## src/rtl/ex_alu_stage.sv

```systemverilog
// RV32I execute stage: ALU evaluation registered behind a valid/ready handshake with a 2-entry skid buffer.
// Optional signed-overflow output is built when ALU_OVF_EN is defined.
module ex_alu_stage #(
  parameter int XLEN = 32,
  parameter int RD_W = 5
) (
  input  logic            clk,
  input  logic            reset,
  input  logic            in_valid,
  output logic            in_ready,
  input  logic [3:0]      alu_ctl,
  input  logic [XLEN-1:0] op_a,
  input  logic [XLEN-1:0] op_b,
  input  logic [RD_W-1:0] rd_in,
  input  logic            is_branch,
  input  logic            flush,
  output logic            out_valid,
  input  logic            out_ready,
  output logic [XLEN-1:0] result,
  output logic            zero,
  output logic            branch_taken,
  output logic [RD_W-1:0] rd_out,
`ifdef ALU_OVF_EN
  output logic            overflow,
`endif
  output logic            illegal
);

  typedef struct packed {
    logic [XLEN-1:0] res;
    logic            zero;
    logic            bt;
    logic [RD_W-1:0] rd;
    logic            ill;
`ifdef ALU_OVF_EN
    logic            ovf;
`endif
  } entry_t;

  entry_t          out_q, skd_q, new_e;
  logic            out_vld_q, skd_vld_q;
  logic            accept, drain_ok;
  logic [XLEN-1:0] sum, diff, c_res;
  logic            c_ill;

  assign sum  = op_a + op_b;
  assign diff = op_a - op_b;

  always_comb begin
    c_res = '0;
    c_ill = 1'b0;
    case (alu_ctl)
      4'b0000: c_res = op_a & op_b;
      4'b0001: c_res = op_a | op_b;
      4'b0010: c_res = sum;
      4'b0110: c_res = diff;
      4'b0111: c_res = {{(XLEN-1){1'b0}}, ($signed(op_a) < $signed(op_b))};
      4'b1100: c_res = ~(op_a | op_b);
      default: c_ill = 1'b1;
    endcase
  end

  always_comb begin
    new_e      = '0;
    new_e.res  = c_res;
    new_e.zero = (c_res == '0);
    new_e.bt   = is_branch & (c_res == '0);
    new_e.rd   = rd_in;
    new_e.ill  = c_ill;
`ifdef ALU_OVF_EN
    // ADD: equal operand signs, result sign flips; SUB: differing signs, result sign leaves a's
    case (alu_ctl)
      4'b0010: new_e.ovf = (op_a[XLEN-1] == op_b[XLEN-1]) && (sum[XLEN-1] != op_a[XLEN-1]);
      4'b0110: new_e.ovf = (op_a[XLEN-1] != op_b[XLEN-1]) && (diff[XLEN-1] != op_a[XLEN-1]);
      default: new_e.ovf = 1'b0;
    endcase
`endif
  end

  assign in_ready = ~skd_vld_q;
  assign accept   = in_valid & ~skd_vld_q;
  assign drain_ok = ~out_vld_q | out_ready;

  always_ff @(posedge clk) begin
    if (reset) begin
      out_vld_q <= 1'b0;
      skd_vld_q <= 1'b0;
      out_q     <= '0;
      skd_q     <= '0;
    end else if (flush) begin
      out_vld_q <= 1'b0;
      skd_vld_q <= 1'b0;
    end else if (out_vld_q && !out_ready && accept) begin
      skd_q     <= new_e;
      skd_vld_q <= 1'b1;
    end else if (drain_ok && skd_vld_q) begin
      out_q     <= skd_q;
      out_vld_q <= 1'b1;
      skd_vld_q <= 1'b0;
    end else if (drain_ok && accept) begin
      out_q     <= new_e;
      out_vld_q <= 1'b1;
    end else if (out_ready && out_vld_q) begin
      out_vld_q <= 1'b0;
    end
  end

  assign out_valid    = out_vld_q;
  assign result       = out_q.res;
  assign zero         = out_q.zero;
  assign branch_taken = out_q.bt;
  assign rd_out       = out_q.rd;
  assign illegal      = out_q.ill;
`ifdef ALU_OVF_EN
  assign overflow     = out_q.ovf;
`endif

endmodule

```

## config.mk

```make
export PLATFORM = sky130hd
export DESIGN_NAME = ex_alu_stage
export DESIGN_NICKNAME = d
export VERILOG_FILES = /design/src/rtl/ex_alu_stage.sv
export SDC_FILE = /design/constraint.sdc
export NUM_CORES = 1
export LEC_CHECK = 0
export CAP_MARGIN = 40
export CORE_ASPECT_RATIO = 0.7
export CORE_MARGIN = 1
export CORE_UTILIZATION = 30
export DETAILED_ROUTE_END_ITERATION = 16
export GPL_TIMING_DRIVEN = 0
export PLACE_DENSITY = 0.55
export SYNTH_ARGS = -nofsm -noshare
export SYNTH_HDL_FRONTEND = slang
export SYNTH_SLANG_ARGS = --single-unit
```

## constraint.sdc

```tcl
create_clock -name clk -period 5.1 [get_ports clk]
set_clock_uncertainty 0.1 [all_clocks]
set_input_delay 1.02 -clock clk [delete_from_list [all_inputs] [get_ports clk]]
set_output_delay 1.02 -clock clk [all_outputs]
set_load 0.05 [all_outputs]
```

==> key figures, run 1 <==
Detailed routing
  – Top Layer Used: met4
  – Via count: 10800
  – DR iter-0 viols: 1321
  – Routed wl met3: 4.84 mm
  – Vias/cell: 6.02
  – Detail Route Antenna Nets: 0
  – DRT met1 WL: 19.9 mm
  – TritonRoute pass-1 iters: 7
  – Average routed wire per standard cell: 22.9 um
  – Drt drc: 0
  – Met2 WL post-DR: 15.7 mm
  – Routed WL: 41.1 mm

Run
  – Maxcap violations: 0

Global routing
  – Vias in the first global route: 9800
  – Largest net degree at the start of global routing: 15
  – Remaining global-route overflow: 0
  – First-pass GRT wire length: 60.7 mm
  – Initial antenna violation count: 0
  – GRT Overall Usage: 0.258

Pwr
  – Total power: 2.44 mW
  – Leak pwr: 4.56 nW
  – P per Cell Area: 209 nW/um^2
  – Peak VDD IR: 0.160 mV

Setup path
  – Top cell by count, worst path: buf_4
  – Critical Path RT: 5.27 ns
  – Crit-path max FO: 4
  – Kind of critical path: primary input to flip-flop
  – Slowest CP cell: clkdlybuf4s50_1
  – CP cell instances: clkdlybuf4s50_1, inv_1, ha_1, o21bai_1, nand3_2, a2111oi_4, buf_4, o31ai_4, buf_4, a211oi_4, nor3_2, o21a_1, o32a_1, or2_1, or4_1, o21ai_1
  – CP bufs+invs: 4
  – Critical Path Start Type: primary input
  – Max stage delay on crit path: 0.55 ns
  – WP data arrival: 5.16 ns
  – Delay-heaviest family, CP: compound AO/OA/AOI/OAI gates
  – CP endpoint kind: flip-flop

Layout
  – Final nets: 1592
  – Layout area overhead: 28.6%
  – Ant. Diodes: 0
  – Share of cells above drive strength 1: 0.113

Synthesis
  – Sequential area share after synthesis: 0.181
  – Prevailing post-synth register cell: dfxtp_1
  – Cell Area, Synth: 9060 um^2
  – Synth Instances: 1268
  – Asr flop ratio synth: 0
  – Number of synthesized flops with an enable pin: 0
  – Post-synth top area share: 0.181
  – Top-count cell post-synth: nor2_1
  – Synth warnings: 0
  – Yosys top cell by area: dfxtp_1
  – Syn nets: 1451
  – FF+latch count, synth: 82
  – Synth top area cells: dfxtp_1 (18%), ha_1 (14%), a21oi_1 (7.0%)
  – Synthesized area per cell: 7.15 um^2
  – Unique masters post-synth: 89
  – Synth top cells by count: nor2_1 (150), a21oi_1 (127), inv_1 (105)

Die
  – Top-Level Pins: 121
  – Initial Utilization: 0.309
  – Die footprint: 30900 um^2
  – Cell Rows: 52
  – Die Width: 210 um
  – Die height: 147 um
  – Core box area: 29300 um^2

CTS
  – Clock root cell: clkbuf_16
  – Clk slew on worst S/H paths: 0.06 ns
  – Worst-Skew Late Latency: 0.34 ns
  – CTS buffer count: 9
  – Max clock buf depth: 2
  – CTS Hold Bufs: 0
  – CTS tree: yes
  – CTS Sinks: 82
  – H-tree levels: 3

Timing
  – Rel. slew slack: 0.420
  – Final Slew Violations: 0
  – Worst-Margin Slew: 0.870 ns
  – Setup Viol. Count Final: 0
  – Fmax: 200 MHz
  – Final Hold Vio Count: 0
  – Setup WS post-layout: 0.107 ns
  – Period Utilization, post-route: 0.979
  – Crit path time final: 4.99 ns

Hold path
  – Worst Hold Class: flip-flop to flip-flop

Run status
  – Status: complete, no violations

Placement
  – IO buf count: 119
  – Post-DP HPWL: 32.4 mm
  – Pre-CTS setup slack: -0.775 ns
  – Routability congestion estimate: 0.997
## cell usage in the layout (no fill, tap or decap), drive strengths merged, types with 9 or more instances in the layout
| cell | Yosys | routed |
|---|---|---|
| nor2b | 11 | 11 |
| or2 | 10 | 10 |
| o31ai | 17 | 17 |
| dlymetal6s2s | 0 | 9 |
| o22ai | 18 | 18 |
| dfxtp | 82 | 82 |
| nand4 | 15 | 15 |
| a22oi | 33 | 33 |
| o221ai | 29 | 29 |
| nor4 | 13 | 13 |
| o21ai | 45 | 45 |
| nor3 | 37 | 37 |
| nand2 | 99 | 99 |
| a21o | 12 | 12 |
| buf | 24 | 38 |
| a211oi | 26 | 26 |
| nand3 | 24 | 24 |
| nor2 | 151 | 151 |
| a21oi | 130 | 130 |
| clkbuf | 70 | 76 |
| ha | 102 | 102 |
| o211ai | 15 | 15 |
| clkdlybuf4s50 | 0 | 110 |
| a221oi | 15 | 15 |
| inv | 106 | 107 |
| o22a | 12 | 12 |
| and2 | 10 | 10 |
## power by group
part / switching [mW] / internal (mW) / total, mW
registers: 0.0104 / 0.659 / 0.670
clock network: 0.273 / 0.429 / 0.702
logic: 0.690 / 0.376 / 1.07
## metrics by stage
stage | setup TNS [ns] | hold WS [ns] | cells | instance area, um^2 | util
2_1_floorplan | 0 | 0.336 | 1268 | 9060 | -
3_3_place_gp | -4.72 | 0.342 | 1765 | 10700 | 0.366
3_5_place_dp | -5.19 | 0.344 | 1766 | 10700 | 0.367
4_1_cts | 0 | 0.353 | 1780 | 11100 | 0.381
5_1_grt | -0.0248 | 0.376 | 1791 | 11700 | 0.398
6_report | 0 | 0.351 | 1791 | 11700 | 0.398
## flip-flops by register name, summed over array words and instances (netlist names)
signal / count
illegal: 1
skd_q: 40
result: 32
out_valid: 1
branch_taken: 1
rd_out: 5
zero: 1
skd_vld_q: 1
## tightest hold or removal path, delay by kind of cell (launching register included)
family,cells,cell delay (ns)
flops,1,0.31
simple gates,1,0.05
compound gates,1,0.05
## timing repair
item | in CTS | in global routing
pin swaps | 5 | 25
endpoints found under the setup margin | 5 | 12
setup buffers | 1 | 16
resized for setup | 21 | 118
## cell families after synthesis
kind of cell | after synthesis | synth area share
adders and majority gates | 104 | 0.145
and+or+nand+nor | 414 | 0.218
DFF | 82 | 0.181
AOI/OAI and AO/OA | 458 | 0.359
xor gates and xnor gates | 4 | 0.00387
buffers and inverters | 201 | 0.0876
muxes | 5 | 0.00552
## final timing paths
check,start,end,slack (ns),cells past startpoint
max,op_b[1],zero,0.11,16
min,result[28],result[28],0.35,2
max reg2reg,out_valid,result[27],2.65,7
min reg2reg,result[28],result[28],0.35,2
## cell type report
| type | instances | area [um^2] |
|---|---|---|
| well taps | 378 | 473 |
| inverters | 107 | 405 |
| clock buffers | 9 | 225 |
| clock inverters | 6 | 90.1 |
| plain buffers | 87 | 423 |
| repair buffers | 137 | 1350 |
| flip-flops and latches | 82 | 1640 |
| fillers | 3118 | 17600 |
| multi-input cells | 985 | 7040 |
## routing by layer
layer,GRT usage,vias up
li1,-,4957
met1,0.394,5160
met2,0.348,611
met3,0.0818,50
met4,0.0456,0
met5,0,-
(Power assumes the default switching activity.)
==> inputs of run 2 (changes only) <==
--- a/config.mk
+++ b/config.mk
@@ -9,9 +9,11 @@
 export CORE_ASPECT_RATIO = 0.7
 export CORE_MARGIN = 1
 export CORE_UTILIZATION = 30
+export CTS_CLUSTER_DIAMETER = 60
 export DETAILED_ROUTE_END_ITERATION = 16
 export GPL_TIMING_DRIVEN = 0
 export PLACE_DENSITY = 0.55
+export SLEW_MARGIN = 40
 export SYNTH_ARGS = -nofsm -noshare
 export SYNTH_HDL_FRONTEND = slang
 export SYNTH_SLANG_ARGS = --single-unit
==> key figures, run 2 (synthesized netlist as in run 1, its figures left out) <==
Placement
  – Routability congestion estimate: 0.997
  – Post-DP HPWL: 32.3 mm
  – Pre-CTS setup slack: -0.773 ns
  – IO buf count: 119
  – Post-Place Cells: 1765
  – DP Area: 10700 um^2

Die
  – Top-Level Pins: 121
  – Cell Rows: 52
  – Initial Utilization: 0.309
  – Die height: 147 um
  – Die footprint: 30900 um^2
  – Core box area: 29300 um^2
  – Die Width: 210 um

Layout
  – Ant. Diodes: 0
  – Final nets: 1590
  – Multi-input gate area: 7010 um^2
  – Finished Core Util: 0.396
  – Most common cell after layout, fill and taps aside: nor2_1
  – Biggest register: skd_q
  – FF/Latch Area: 1640 um^2
  – Commonest cells after routing, fill and taps aside: nor2_1 (150), a21oi_1 (113), clkdlybuf4s50_1 (113)
  – Max FFs per register: 40
  – Layout area overhead: 28.1%
  – Design area: 11600 um^2
  – Share of cells above drive strength 1: 0.106
  – Post-route insts no fill: 1789
  – Number of fill cells: 3125

CTS
  – CTS Hold Bufs: 0
  – Max clock buf depth: 2
  – Clk slew on worst S/H paths: 0.06 ns
  – Clock root cell: clkbuf_16
  – CTS Sinks: 82
  – H-tree levels: 3
  – Worst-Skew Late Latency: 0.34 ns
  – CTS tree: yes
  – CTS buffer count: 9

Run status
  – Status: complete, no violations

Timing
  – Setup WS post-layout: 0.0668 ns
  – Setup Viol. Count Final: 0
  – Worst-Margin Slew: 0.931 ns
  – Crit path time final: 5.03 ns
  – Final Hold Vio Count: 0
  – Fmax: 199 MHz
  – Rel. slew slack: 0.379
  – Final Slew Violations: 0
  – Period Utilization, post-route: 0.987
  – Worst hold slack: 0.351 ns
  – Setup TNS: 0 ns

Pwr
  – Leak pwr: 4.52 nW
  – Total power: 2.43 mW
  – Peak VDD IR: 0.156 mV
  – P per Cell Area: 209 nW/um^2

Global routing
  – Remaining global-route overflow: 0
  – Vias in the first global route: 9756
  – First-pass GRT wire length: 60.8 mm
  – Initial antenna violation count: 0
  – GRT Overall Usage: 0.257
  – Largest net degree at the start of global routing: 15

Setup path
  – CP cell instances: clkdlybuf4s50_1, clkbuf_1, nand3_1, clkbuf_1, buf_1, o31ai_1, o2bb2ai_1, nand2_1, nor2_1, nand4_1, nor4_4, nand4_1, a311oi_1
  – Critical Path Start Type: primary input
  – Crit-path max FO: 10
  – Max stage delay on crit path: 0.63 ns
  – WP data arrival: 5.17 ns
  – Delay-heaviest family, CP: buffers and inverters
  – Kind of critical path: primary input to flip-flop
  – Worst R2R Setup Slack: 2.65 ns
  – CP endpoint kind: flip-flop
  – CP bufs+invs: 4
  – Slowest CP cell: clkbuf_1
  – Critical Path RT: 5.24 ns

Detailed routing
  – Via count: 10700
  – Drt drc: 0
  – Routed WL: 40.7 mm
  – Vias/cell: 5.97
  – TritonRoute pass-1 iters: 5
  – DR iter-0 viols: 1300
  – Average routed wire per standard cell: 22.7 um
  – Detail Route Antenna Nets: 0

Hold path
  – Worst Hold Class: flip-flop to flip-flop

Run
  – Maxcap violations: 0
[run 2: path summary, 6_finish.rpt]
check	to	start	cells past startpoint
max	branch_taken	alu_ctl[2]	13
min	result[28]	result[28]	2
max reg2reg	rd_out[4]	out_valid	7
min reg2reg	result[28]	result[28]	2
[run 2: where the power goes]
| part | switching, mW | total [mW] | leakage, nW | internal [mW] |
|---|---|---|---|---|
| logic | 0.683 | 1.06 | 3.71 | 0.374 |
| clock network | 0.270 | 0.698 | 0.152 | 0.428 |
| registers | 0.0104 | 0.670 | 0.664 | 0.659 |
[run 2: worst reg2reg max path: cells and delay by family (launching register included)]
kind | cells | cell delay (ns)
AND/OR/NAND/NOR | 3 | 0.58
AO/OA/AOI/OAI | 1 | 0.13
flip-flops | 1 | 0.35
buffers and inverters | 3 | 1.21
[run 2: cell type report]
| cell class | count | area share |
|---|---|---|
| multi-input combinational | 985 | 0.604 |
| tap | 378 | 0.0408 |
| clock inverter | 6 | 0.00776 |
| timing repair buffer | 135 | 0.116 |
| clock buffer | 9 | 0.0194 |
| sequential | 82 | 0.141 |
| buffer | 87 | 0.0359 |
| inverter | 107 | 0.0352 |
[run 2: per-layer routing]
| metal | wire length (um) | GRT usage |
|---|---|---|
| met1 | 19500 | 0.395 |
| met2 | 15700 | 0.347 |
| met3 | 4950 | 0.0812 |
| met4 | 578 | 0.0387 |
| met5 | 0 | 0 |
[run 2: what timing repair did]
action | in CTS | in global routing
hold endpoints to repair | 0 | 0
resized for setup | 19 | 106
setup endpoints to repair | 5 | 11
buffers inserted | 2 | 14
pin swaps | 3 | 28
